--- src/rtl/ring_freq_meter.sv ---
// ring_freq_meter: selects one free-running ring oscillator output, brings it
// into the clk domain and counts its rising edges over a gate window of
// 2^g clock cycles. The saturating result is held for byte-wide readout.
//
//   state  | meaning
//   -------+-------------------------------------------------------------
//   IDLE   | waiting for start; last result held on count/overflow
//   SETTLE | 3 cycles: new mux path flushes, prev loads, rises ignored
//   COUNT  | 2^g cycles of counting rising edges of the selected ring
//   DONE   | one cycle: done pulse, count/overflow valid
module ring_freq_meter #(
    parameter int NRINGS   = 8,
    parameter int CNT_W    = 16,
    parameter int MAX_LOG2 = 20,
    localparam int SEL_W   = (NRINGS > 1) ? $clog2(NRINGS) : 1,
    localparam int TMR_W   = MAX_LOG2 + 1
) (
    input  logic              clk,
    input  logic              rst,
    input  logic [NRINGS-1:0] ring_in,
    input  logic [SEL_W-1:0]  sel,
    input  logic [4:0]        gate_log2,
    input  logic              start,
    input  logic [1:0]        byte_sel,
    output logic              busy,
    output logic              done,
    output logic [CNT_W-1:0]  count,
    output logic              overflow,
    output logic [7:0]        byte_out
);

    typedef enum logic [1:0] {
        IDLE,
        SETTLE,
        COUNT,
        DONE
    } state_t;

    state_t              state;
    logic [NRINGS-1:0]   sync1;
    logic [NRINGS-1:0]   sync2;
    logic                prev;
    logic [SEL_W-1:0]    sel_q;
    logic [4:0]          g_q;
    logic [1:0]          settle_cnt;
    logic [TMR_W-1:0]    timer;
    logic [CNT_W-1:0]    counter;
    logic                ov_flag;

    logic                sync_sel;
    logic                rise;
    logic [4:0]          g_clamp;
    logic [TMR_W-1:0]    timer_load;
    logic [CNT_W-1:0]    cnt_next;
    logic                ov_next;
    logic [31:0]         count_ext;

    assign sync_sel   = sync2[sel_q];
    assign rise       = sync_sel & ~prev;
    assign g_clamp    = (gate_log2 > 5'(MAX_LOG2)) ? 5'(MAX_LOG2) : gate_log2;
    assign timer_load = (TMR_W'(1) << g_q) - TMR_W'(1);

    // Two-flop synchronizer on every ring bit, plus the edge-detect flop on
    // the selected bit; the whole bus stays synchronized so a new sel only
    // needs the mux path to settle.
    always_ff @(posedge clk or posedge rst) begin
        if (rst) begin
            sync1 <= '0;
            sync2 <= '0;
            prev  <= 1'b0;
        end else begin
            sync1 <= ring_in;
            sync2 <= sync1;
            prev  <= sync_sel;
        end
    end

    // Saturating increment; an increment attempted at full scale flags overflow.
    always_comb begin
        cnt_next = counter;
        ov_next  = ov_flag;
        if (rise) begin
            if (&counter) begin
                ov_next = 1'b1;
            end else begin
                cnt_next = counter + CNT_W'(1);
            end
        end
    end

    // Measurement sequencer with registered busy/done/count/overflow.
    always_ff @(posedge clk or posedge rst) begin
        if (rst) begin
            state      <= IDLE;
            sel_q      <= '0;
            g_q        <= '0;
            settle_cnt <= '0;
            timer      <= '0;
            counter    <= '0;
            ov_flag    <= 1'b0;
            busy       <= 1'b0;
            done       <= 1'b0;
            count      <= '0;
            overflow   <= 1'b0;
        end else begin
            done <= 1'b0;
            case (state)
                IDLE: begin
                    if (start) begin
                        sel_q      <= sel;
                        g_q        <= g_clamp;
                        counter    <= '0;
                        ov_flag    <= 1'b0;
                        settle_cnt <= '0;
                        busy       <= 1'b1;
                        state      <= SETTLE;
                    end
                end
                SETTLE: begin
                    if (settle_cnt == 2'd2) begin
                        timer <= timer_load;
                        state <= COUNT;
                    end else begin
                        settle_cnt <= settle_cnt + 2'd1;
                    end
                end
                COUNT: begin
                    counter <= cnt_next;
                    ov_flag <= ov_next;
                    if (timer == '0) begin
                        count    <= cnt_next;
                        overflow <= ov_next;
                        done     <= 1'b1;
                        state    <= DONE;
                    end else begin
                        timer <= timer - TMR_W'(1);
                    end
                end
                DONE: begin
                    busy  <= 1'b0;
                    state <= IDLE;
                end
                default: begin
                    busy  <= 1'b0;
                    state <= IDLE;
                end
            endcase
        end
    end

    // Byte readout; bytes beyond the result width read as zero.
    always_comb begin
        count_ext = 32'(count);
        byte_out  = count_ext[{byte_sel, 3'b000} +: 8];
    end

endmodule

--- config.mk ---
export PLATFORM = sky130hd
export DESIGN_NAME = ring_freq_meter
export DESIGN_NICKNAME = d
export VERILOG_FILES = /design/src/rtl/ring_freq_meter.sv
export SDC_FILE = /design/constraint.sdc
export NUM_CORES = 1
export LEC_CHECK = 0
export CAP_MARGIN = 10
export CORE_MARGIN = 2
export CORE_UTILIZATION = 45
export DETAILED_ROUTE_END_ITERATION = 6
export PLACE_DENSITY = 0.65
export SLEW_MARGIN = 20
export SYNTH_ARGS = -nofsm -noshare
export SYNTH_HDL_FRONTEND = slang
export SYNTH_SLANG_ARGS = --single-unit
export TNS_END_PERCENT = 100
--- constraint.sdc ---
create_clock -name clk -period 7.4 [get_ports clk]
set_input_delay 0.74 -clock clk [delete_from_list [all_inputs] [get_ports clk]]
set_output_delay 0.74 -clock clk [all_outputs]
set_load 0.01 [all_outputs]
Word-level counts from Yosys, hierarchy flattened
Cells that the tools add are included.
Widths: inputs -> output; s select.
Word-level totals
  bits of input ports: 21
  bits in registers: 86
Operators by class
  magnitude comparators: 2
  bitwise operators: 2
  shift operators: 2
  eq/ne operators: 9
  muxes and demuxes: 25
  $add $sub $neg: 4
  reduce and logical (&&, ||, !) cells: 14
Operator list (count)
  $mux 16: 3
  $mux 21: 2
  $pmux 21 s2: 1
  $pmux 16 s2: 1
  $shiftx 32x6->8: 1
  $logic_not 21->1: 1
  $shl 1x5->21 const A: 1
  $sub 21x1->21 const B: 1
  $sub 21x2->21 const B: 1
  $add 16x1->16 const B: 1
  $reduce_and 16->1: 1
  $mux 2: 5
  $ne 2x2->1 const B: 5
  $reduce_and 3->1: 3
  $pmux 2 s4: 1
  $reduce_and 2->1: 4
  $reduce_bool 2->1: 4
  $mux 1: 7
  $eq 2x2->1 const B: 3
  $gt 5x5->1 const B: 1
  $mux 5: 1
  $lt 3x4->1 const B: 1
  $pmux 1 s2: 2
  $pmux 2 s2: 1
  other kinds (6): 6

Longest topological paths before layout
Gate-level depths: netlist of run 1.
  depth in word-level cells: 5
  mapped depth: 12
  gate-level depth less buffers: 10

Worst setup path before layout of run 1
Ideal clock, no wire load.
  kind: register to register
  start point: register g_q[4]
  end point: register timer[10]
  arrival: 2290 ps
  slack: 5033 ps
  data required time: 7323 ps
  clock period less this slack: 2367 ps
  stages on the path, launching flop included: 13
  path through: dfrtp_1 > or2_2 > clkbuf_1 > nor2_1 > nand3_1 > ha_1 > clkbuf_1 > or3_1 > o21ai_0 > nand2_1 > o21ai_0 > a31oi_1 > a21oi_1
On the way
  cells in the longest elaborated chain, start to end: 4
Ends and longest elaborated chain
  from (decl): line 44  | logic [4:0] g_q;
  from (signal assigned): line 111  | g_q <= g_clamp;
  $shl 1x5->21: line 61  | assign timer_load = (TMR_W'(1) << g_q) - TMR_W'(1);
  $sub 21x2->21: line 61
  $mux 21: line 120  | if (settle_cnt == 2'd2) begin
  $pmux 21 s2: line 107  | case (state)
  to (signal assigned): line 121  | timer <= timer_load;
  to (signal assigned): line 136  | timer <= timer - TMR_W'(1);
  to (decl): line 46  | logic [TMR_W-1:0] timer;
No other way between the ends. The select of a mux whose other input is x is not followed.
A chain may end at the register's enable or synchronous reset.

Final worst setup path of run 1
  start point: input byte_sel[0]
  end point: output byte_out[0]
On the way
  cells in the longest elaborated chain, start to end: 1
Ends and longest elaborated chain
  from (decl): line 24  | input logic [1:0] byte_sel,
  $shiftx 32x6->8: line 154  | byte_out = count_ext[{byte_sel, 3'b000} +: 8];
  to (decl): line 29  | output logic [7:0] byte_out
No other way between the ends.

==> metrics.cfg, run 1 <==
[placed_design]
place.port_buffers = 47
dp_cells = 693
pre_cts_slack_ps = 4340
gp_congestion = 0.873
dp_hpwl_um = 7630
dpl_cell_area_um2 = 5380

[synth]
synth_area_leaders = dfrtp_1, nand2_1, o21ai_0
yosys.area_share.xor_xnor_pct = 2.33
synth_adder_area_share_pct = 2.05
synth_edf_count = 0
synth_mux_area_share_pct = 5.04
synth_top_area_cell = dfrtp_1
synth_ff_type = dfrtp_1
yosysSeqAreaShare_pct = 44.0
async_flop_share_pct = 100
yosysWarnings = 0
yosys.area.top_type_share_pct = 44.0
syn_avg_cell_area_um2 = 9.02
synthSimpleGateAreaFrac_pct = 21.9
syn-cell-area_um2 = 4890
syn_nets = 571
yosysUniqueCellTypes = 64
synth_top_family_by_area = simple AND/OR/NAND/NOR gates
ys_ff_latch = 86
synth_compound_area_share_pct = 19.8
netlist_instances = 542

[routing]
routed_wl_um = 11000
dr.pass1.iters = 5
wl_per_cell_um = 15.5
vias = 4096
drtIter0Drc = 229
vias_per_cell = 5.78
antenna_left = 0
drc = 0

[outcome]
status = completed

[layout]
fill_cells = 1001
post-route-util_pct = 52.5
postLayoutCellArea_um2 = 5610
instances_no_fill = 709
final_nets = 593
multi_input_area_um2 = 2500
register_area_um2 = 2150
area_growth_pct = 14.8
drive_gt1_share_pct = 10.4
n_antenna_cell = 0

[setup_path]
setup.worst_path.class = input port to primary output
r2r_start = state[0]
cp-startpoint = byte_sel[0]
cp-start-kind = input port
endpoint_kind = primary output
path_max_fanout = 8
required_ps = 6660
reg2reg_to = timer[14]
ff2ff_path_depth = 8
critPathCapture = byte_out[0]
reg2reg_slack_ps = 4640
cp_data_arrival_time_ps = 2300

[sta]
hold_viol = 0
fin_setup_tns_ps = 0
setup_violations = 0
slew_violations = 0
fmax_mhz = 328
relSlewSlack_pct = 44.7
post-route-period-util_pct = 41.1
period_needed_ps = 3040
setup_ws_ps = 4360
rsz0062_at_grt = false
worst_pin_slew_ps = 822
skew_ps = 10.7

[die]
die_y_um = 108
boundaryPins = 48
placementRows = 38
die_w_um = 108
die_area_um2 = 11700
core_area_um2 = 10700
start_util_pct = 45.7

[global_routing]
grt_pass1_wl_um = 18500
grt_pass1_vias = 3794
grt_max_degree = 87
grt_use_total_pct = 19.8
antenna_found_initial = 0
grt_overflow = 0

[clocking]
clock_sinks = 86
clockBufferDepth = 2
clk_pin_slew_ps = 90
htreeDepth = 3
clock_latency_ps = 370
cts-buffers-inserted = 9
cts_resized = 0
holdBufCountCts = 0
postCtsSetupBuffers = 0
cts_tree = yes
root_buffer = clkbuf_8

[pwr]
power.density_nw_per_um2 = 346
p_sw_uw = 840
switching_share_pct = 43.3
p_int_uw = 1100
peakVddDrop_mv = 0.234
pwr-share-comb_pct = 43.0
power_leakage_uw = 0.00231
pwr-share-clk_pct = 19.6
p_seq_share_pct = 37.5

[run]
max-cap-violations = 0

[worst_hold_path]
hold_path_startpoint = sync1[3]
hold_path.class = register to register

==> worst max-delay path, cell delays in order <==
cell and delay (ps):
clkdlybuf4s50_1 740, mux2i_1 160, nor2_1 120, clkdlybuf4s50_1 550
==> logic make-up (layout without fill, tap and decap cells) <==
group / count (synthesis) / count (layout)
DFF: 86 / 86
muxes: 24 / 24
and+or+nand+nor: 204 / 204
xor gates and xnor gates: 13 / 13
adders and majority gates: 8 / 8
AOI/OAI and AO/OA: 150 / 150
buffers and inverters: 57 / 84
==> power by group through the flow <==
stage / combinational [uW] / sequential (uW) / clock, uW
floorplan: 679 / 680 / 0
global placement: 805 / 730 / 0
detailed placement: 826 / 735 / 0
CTS: 832 / 725 / 391
global route: 937 / 747 / 411
finish: 835 / 727 / 380
==> area by class of cell <==
class | count | area share [%]
clock inverter | 7 | 1.83
clock buffer | 9 | 2.21
sequential | 86 | 38.3
tap | 140 | 3.12
timing repair buffer | 49 | 8.72
multi-input combinational | 399 | 44.5
inverter | 19 | 1.29
==> cell usage after synthesis (4+ instances only) <==
| master | number |
|---|---|
| mux2_2 | 4 |
| o22ai_1 | 8 |
| and2_1 | 6 |
| clkbuf_1 | 28 |
| xnor2_1 | 5 |
| or2_2 | 5 |
| nand3_1 | 21 |
| mux2i_1 | 19 |
| nand4_1 | 10 |
| nor3_1 | 11 |
| nor2b_1 | 4 |
| nor2_1 | 41 |
| a31oi_1 | 12 |
| o21ai_2 | 10 |
| o21ai_0 | 41 |
| inv_1 | 19 |
| a221oi_1 | 5 |
| ha_1 | 8 |
| o31ai_1 | 5 |
| dfrtp_1 | 86 |
| nand2_2 | 10 |
| xor2_1 | 8 |
| nand2_1 | 60 |
| and3_1 | 6 |
| a21o_1 | 4 |
| buf_2 | 6 |
| a21oi_1 | 32 |
==> worst min-delay path by stage <==
stage                to  depth (start not counted)
2_1_floorplan  sync2[0]                          0
3_3_place_gp   sync2[6]                          0
3_5_place_dp   sync2[3]                          0
4_1_cts        sync2[3]                          0
5_1_grt        sync2[7]                          0
6_report       sync2[3]                          0
==> routing by layer <==
metal / wire length [um] / GRT usage (%) / vias to the layer above / share of wire, %
met3: 549 / 3.01 / 15 / 5.0
li1: - / - / 1986 / -
met4: 185 / 8.15 / 0 / 1.7
met5: 0 / 0 / - / 0
met2: 5060 / 31.1 / 127 / 46
met1: 5210 / 27.3 / 1968 / 47
==> layout by cell type (no fill, tap or decap), drive strengths merged, types with 4 or more instances in the layout <==
cell            n
and3            6
nand4          10
or2             8
ha              8
o31ai           5
a31oi          12
dfrtp          86
o21ai          53
a21o            4
xnor2           5
a21oi          32
nand3          21
nor2b           4
mux2            5
inv            21
a221oi          5
or4             4
o22ai           8
or3             4
clkdlybuf4s50  47
xor2            8
nor3           14
clkbuf          9
mux2i          19
and2            6
nor4            6
nor2           42
nand2          70
==> stage by stage <==
step / hold WS [ps] / total power, uW
after floorplan: 331 / 1360
after global placement: 335 / 1530
after detailed placement: 335 / 1560
after CTS: 357 / 1950
after global routing: 363 / 2090
final: 353 / 1940
==> state kept, by name, indices dropped and copies added, names as in the netlist <==
name / count
g_q: 5
sync1: 8
ov_flag: 1
sync2: 8
busy: 1
settle_cnt: 2
state: 2
timer: 21
done: 1
prev: 1
count: 16
sel_q: 3
counter: 16
overflow: 1
No activity file was read; power rests on OpenSTA's default activity.
==> run 2, diff against run 1 <==
==> constraint.sdc (replaced) <==
create_clock -name clk -period 3.06 [get_ports clk]
set_input_delay 0.306 -clock clk [delete_from_list [all_inputs] [get_ports clk]]
set_output_delay 0.306 -clock clk [all_outputs]
set_load 0.01 [all_outputs]
==> run 2 against run 1 <==
Combinational power up 150%. Hold slack worse by 13 ps. Largest cell class unchanged. Global-route usage grew 0.32 points.
==> metrics.cfg, run 2 (synthesis gave the netlist of run 1 again) <==
[clocking]
postCtsSetupBuffers = 0  ; unchanged
htreeDepth = 3  ; unchanged
clk_pin_slew_ps = 100  ; about the same
root_buffer = clkbuf_8
cts_resized = 0  ; unchanged
holdBufCountCts = 0  ; unchanged
clockBufferDepth = 2  ; unchanged
cts-buffers-inserted = 9  ; unchanged
clock_sinks = 86  ; unchanged
cts_tree = yes
clock_latency_ps = 380  ; about the same

[global_routing]
grt_pass1_vias = 3826  ; +0.84%
grt_max_degree = 46  ; -47%
met2_usage_pct = 30.9  ; -0.22 points
grtUsageMet3_pct = 2.77  ; -0.24 points
grt_busiest_layer = met2
use_met1_pct = 28.9  ; +1.6 points
grt_overflow = 0  ; unchanged
antenna_found_initial = 0  ; unchanged
grt_use_total_pct = 20.1  ; +0.32 points
grt_pass1_wl_um = 18700  ; +1.1%

[layout]
register_area_um2 = 2150  ; unchanged
largestRegisters = timer (21), count (16), counter (16)
postLayoutCellArea_um2 = 5670  ; +0.98%
n_antenna_cell = 0  ; unchanged
multi_input_area_um2 = 2500  ; unchanged
mostFrequentLayoutCells = dfrtp_1, nand2_1, clkdlybuf4s50_1, nor2_1, o21ai_0
max_flop_register = timer
drive_gt1_share_pct = 11.3  ; +0.94 points
final_nets = 599  ; +1.0%
final_common_cell = dfrtp_1
largest_reg_flops = 21  ; unchanged
fill_cells = 993  ; -0.80%
area_growth_pct = 15.9

[pwr]
pwr-share-clk_pct = 19.6  ; about the same
switching_share_pct = 43.0  ; -0.28 points
p_seq_share_pct = 37.1  ; -0.4 points
p_total_uw = 4750  ; +140%
p_sw_uw = 2040  ; +140%
peakVddDrop_mv = 0.349  ; +49%
power.density_nw_per_um2 = 838  ; +140%
pwr-share-comb_pct = 43.3  ; +0.3 points
power_leakage_uw = 0.00234  ; +1.1%
p_int_uw = 2710  ; +150%

[sta]
rsz0062_at_grt = false
hold_viol = 0  ; unchanged
fin_setup_tns_ps = 0  ; unchanged
skew_ps = 14.9  ; +4.11 ps
post-route-period-util_pct = 86.2
slew_violations = 0  ; unchanged
worst_pin_slew_ps = 774  ; -48.2 ps
fmax_mhz = 379
setup_ws_ps = 421  ; -3930 ps
relSlewSlack_pct = 48.0  ; +3.2 points
setup_violations = 0  ; unchanged
period_needed_ps = 2640

[die]
die_y_um = 108  ; unchanged
boundaryPins = 48  ; unchanged
die_area_um2 = 11700  ; unchanged
die_w_um = 108  ; unchanged
core_area_um2 = 10700  ; unchanged
start_util_pct = 45.7  ; unchanged
placementRows = 38  ; unchanged

[setup_path]
cp_data_arrival_time_ps = 2940  ; +640 ps
setup.worst_path.class = register to register
required_ps = 3360  ; -3300 ps
cp-start-kind = register
endpoint_kind = register
path_max_fanout = 15  ; +7

[placed_design]
dpl_cell_area_um2 = 5440  ; +1.1%
pre_cts_slack_ps = 474  ; -3870 ps
place.port_buffers = 47  ; unchanged
dp_hpwl_um = 7750  ; +1.5%
gp_congestion = 0.892  ; +2.2%

[run]
max-cap-violations = 0  ; unchanged

[routing]
drc = 0  ; unchanged
drtIter0Drc = 271  ; +18%
antenna_left = 0  ; unchanged
vias = 4086  ; -0.24%
dr.pass1.iters = 5  ; unchanged
wl_per_cell_um = 15.3  ; -1.3%
vias_per_cell = 5.71  ; -1.1%
routed_wl_um = 11000  ; -0.50%

[worst_hold_path]
hold_path.class = input port to asynchronous set/reset pin

[outcome]
status = completed

==> run 2: changes by cell type in the layout (fill, tap and decap cells not counted) <==
cell and delta:
o21ai_1 -1, buf_6 -1, clkinv_4 -1, clkinvlp_4 +2, buf_12 +1, clkinv_2 -1
buf_4 +6, o21ai_0 +1
==> run 2: area by class of cell <==
| class | count | area share [%] |
|---|---|---|
| clock buffers | 9 | 2.19 |
| clock inverters | 7 | 1.83 |
| inverters | 19 | 1.28 |
| multi-input cells | 399 | 44.0 |
| flip-flops and latches | 86 | 38.0 |
| well taps | 140 | 3.09 |
| repair buffers | 55 | 9.58 |
==> run 2: path summary, 6_finish.rpt <==
path                                from         end  slack [ps]  cells past startpoint
max in group asynchronous            rst    timer[5]        2030                      3
min in group clk                sync1[5]    sync2[5]         360                      0
worst min register to register  sync1[5]    sync2[5]         360                      0
worst min-delay path                 rst  counter[2]         340                      2
worst max-delay path              g_q[4]   timer[20]         420                      9
worst max register to register    g_q[4]   timer[20]         420                      9
==> run 2: metrics by stage <==
stage	instances	utilization, %	hold slack (ps)
2_1_floorplan	542	-	331
3_3_place_gp	699	50.8	335
3_5_place_dp	699	50.8	336
5_1_grt	715	53.0	355
4_1_cts	715	53.0	355
6_report	715	53.0	340
==> run 2: power groups by stage <==
stage / Clock [uW] / Combinational (uW) / Sequential, uW
global route: 990 / 2310 / 1820
finish: 931 / 2050 / 1760
floorplan: 0 / 1640 / 1650
global placement: 0 / 2020 / 1760
detailed placement: 0 / 2040 / 1770
CTS: 948 / 2050 / 1760
==> run 2: critical path, stage by stage (launching register included) <==
cell and delay, ps:
dfrtp_1 540, or2_2 410, nor2_1 180, nand3_1 100, ha_1 340, or2_2 340
a2bb2oi_1 150, o32ai_1 250, a31oi_1 120, o22ai_1 140
==> run 2: layer usage <==
layer	vias up	part of all wire, %
li1	2002	-
met1	1946	48
met2	125	45
met3	13	5.3
met4	0	1.6
met5	-	0
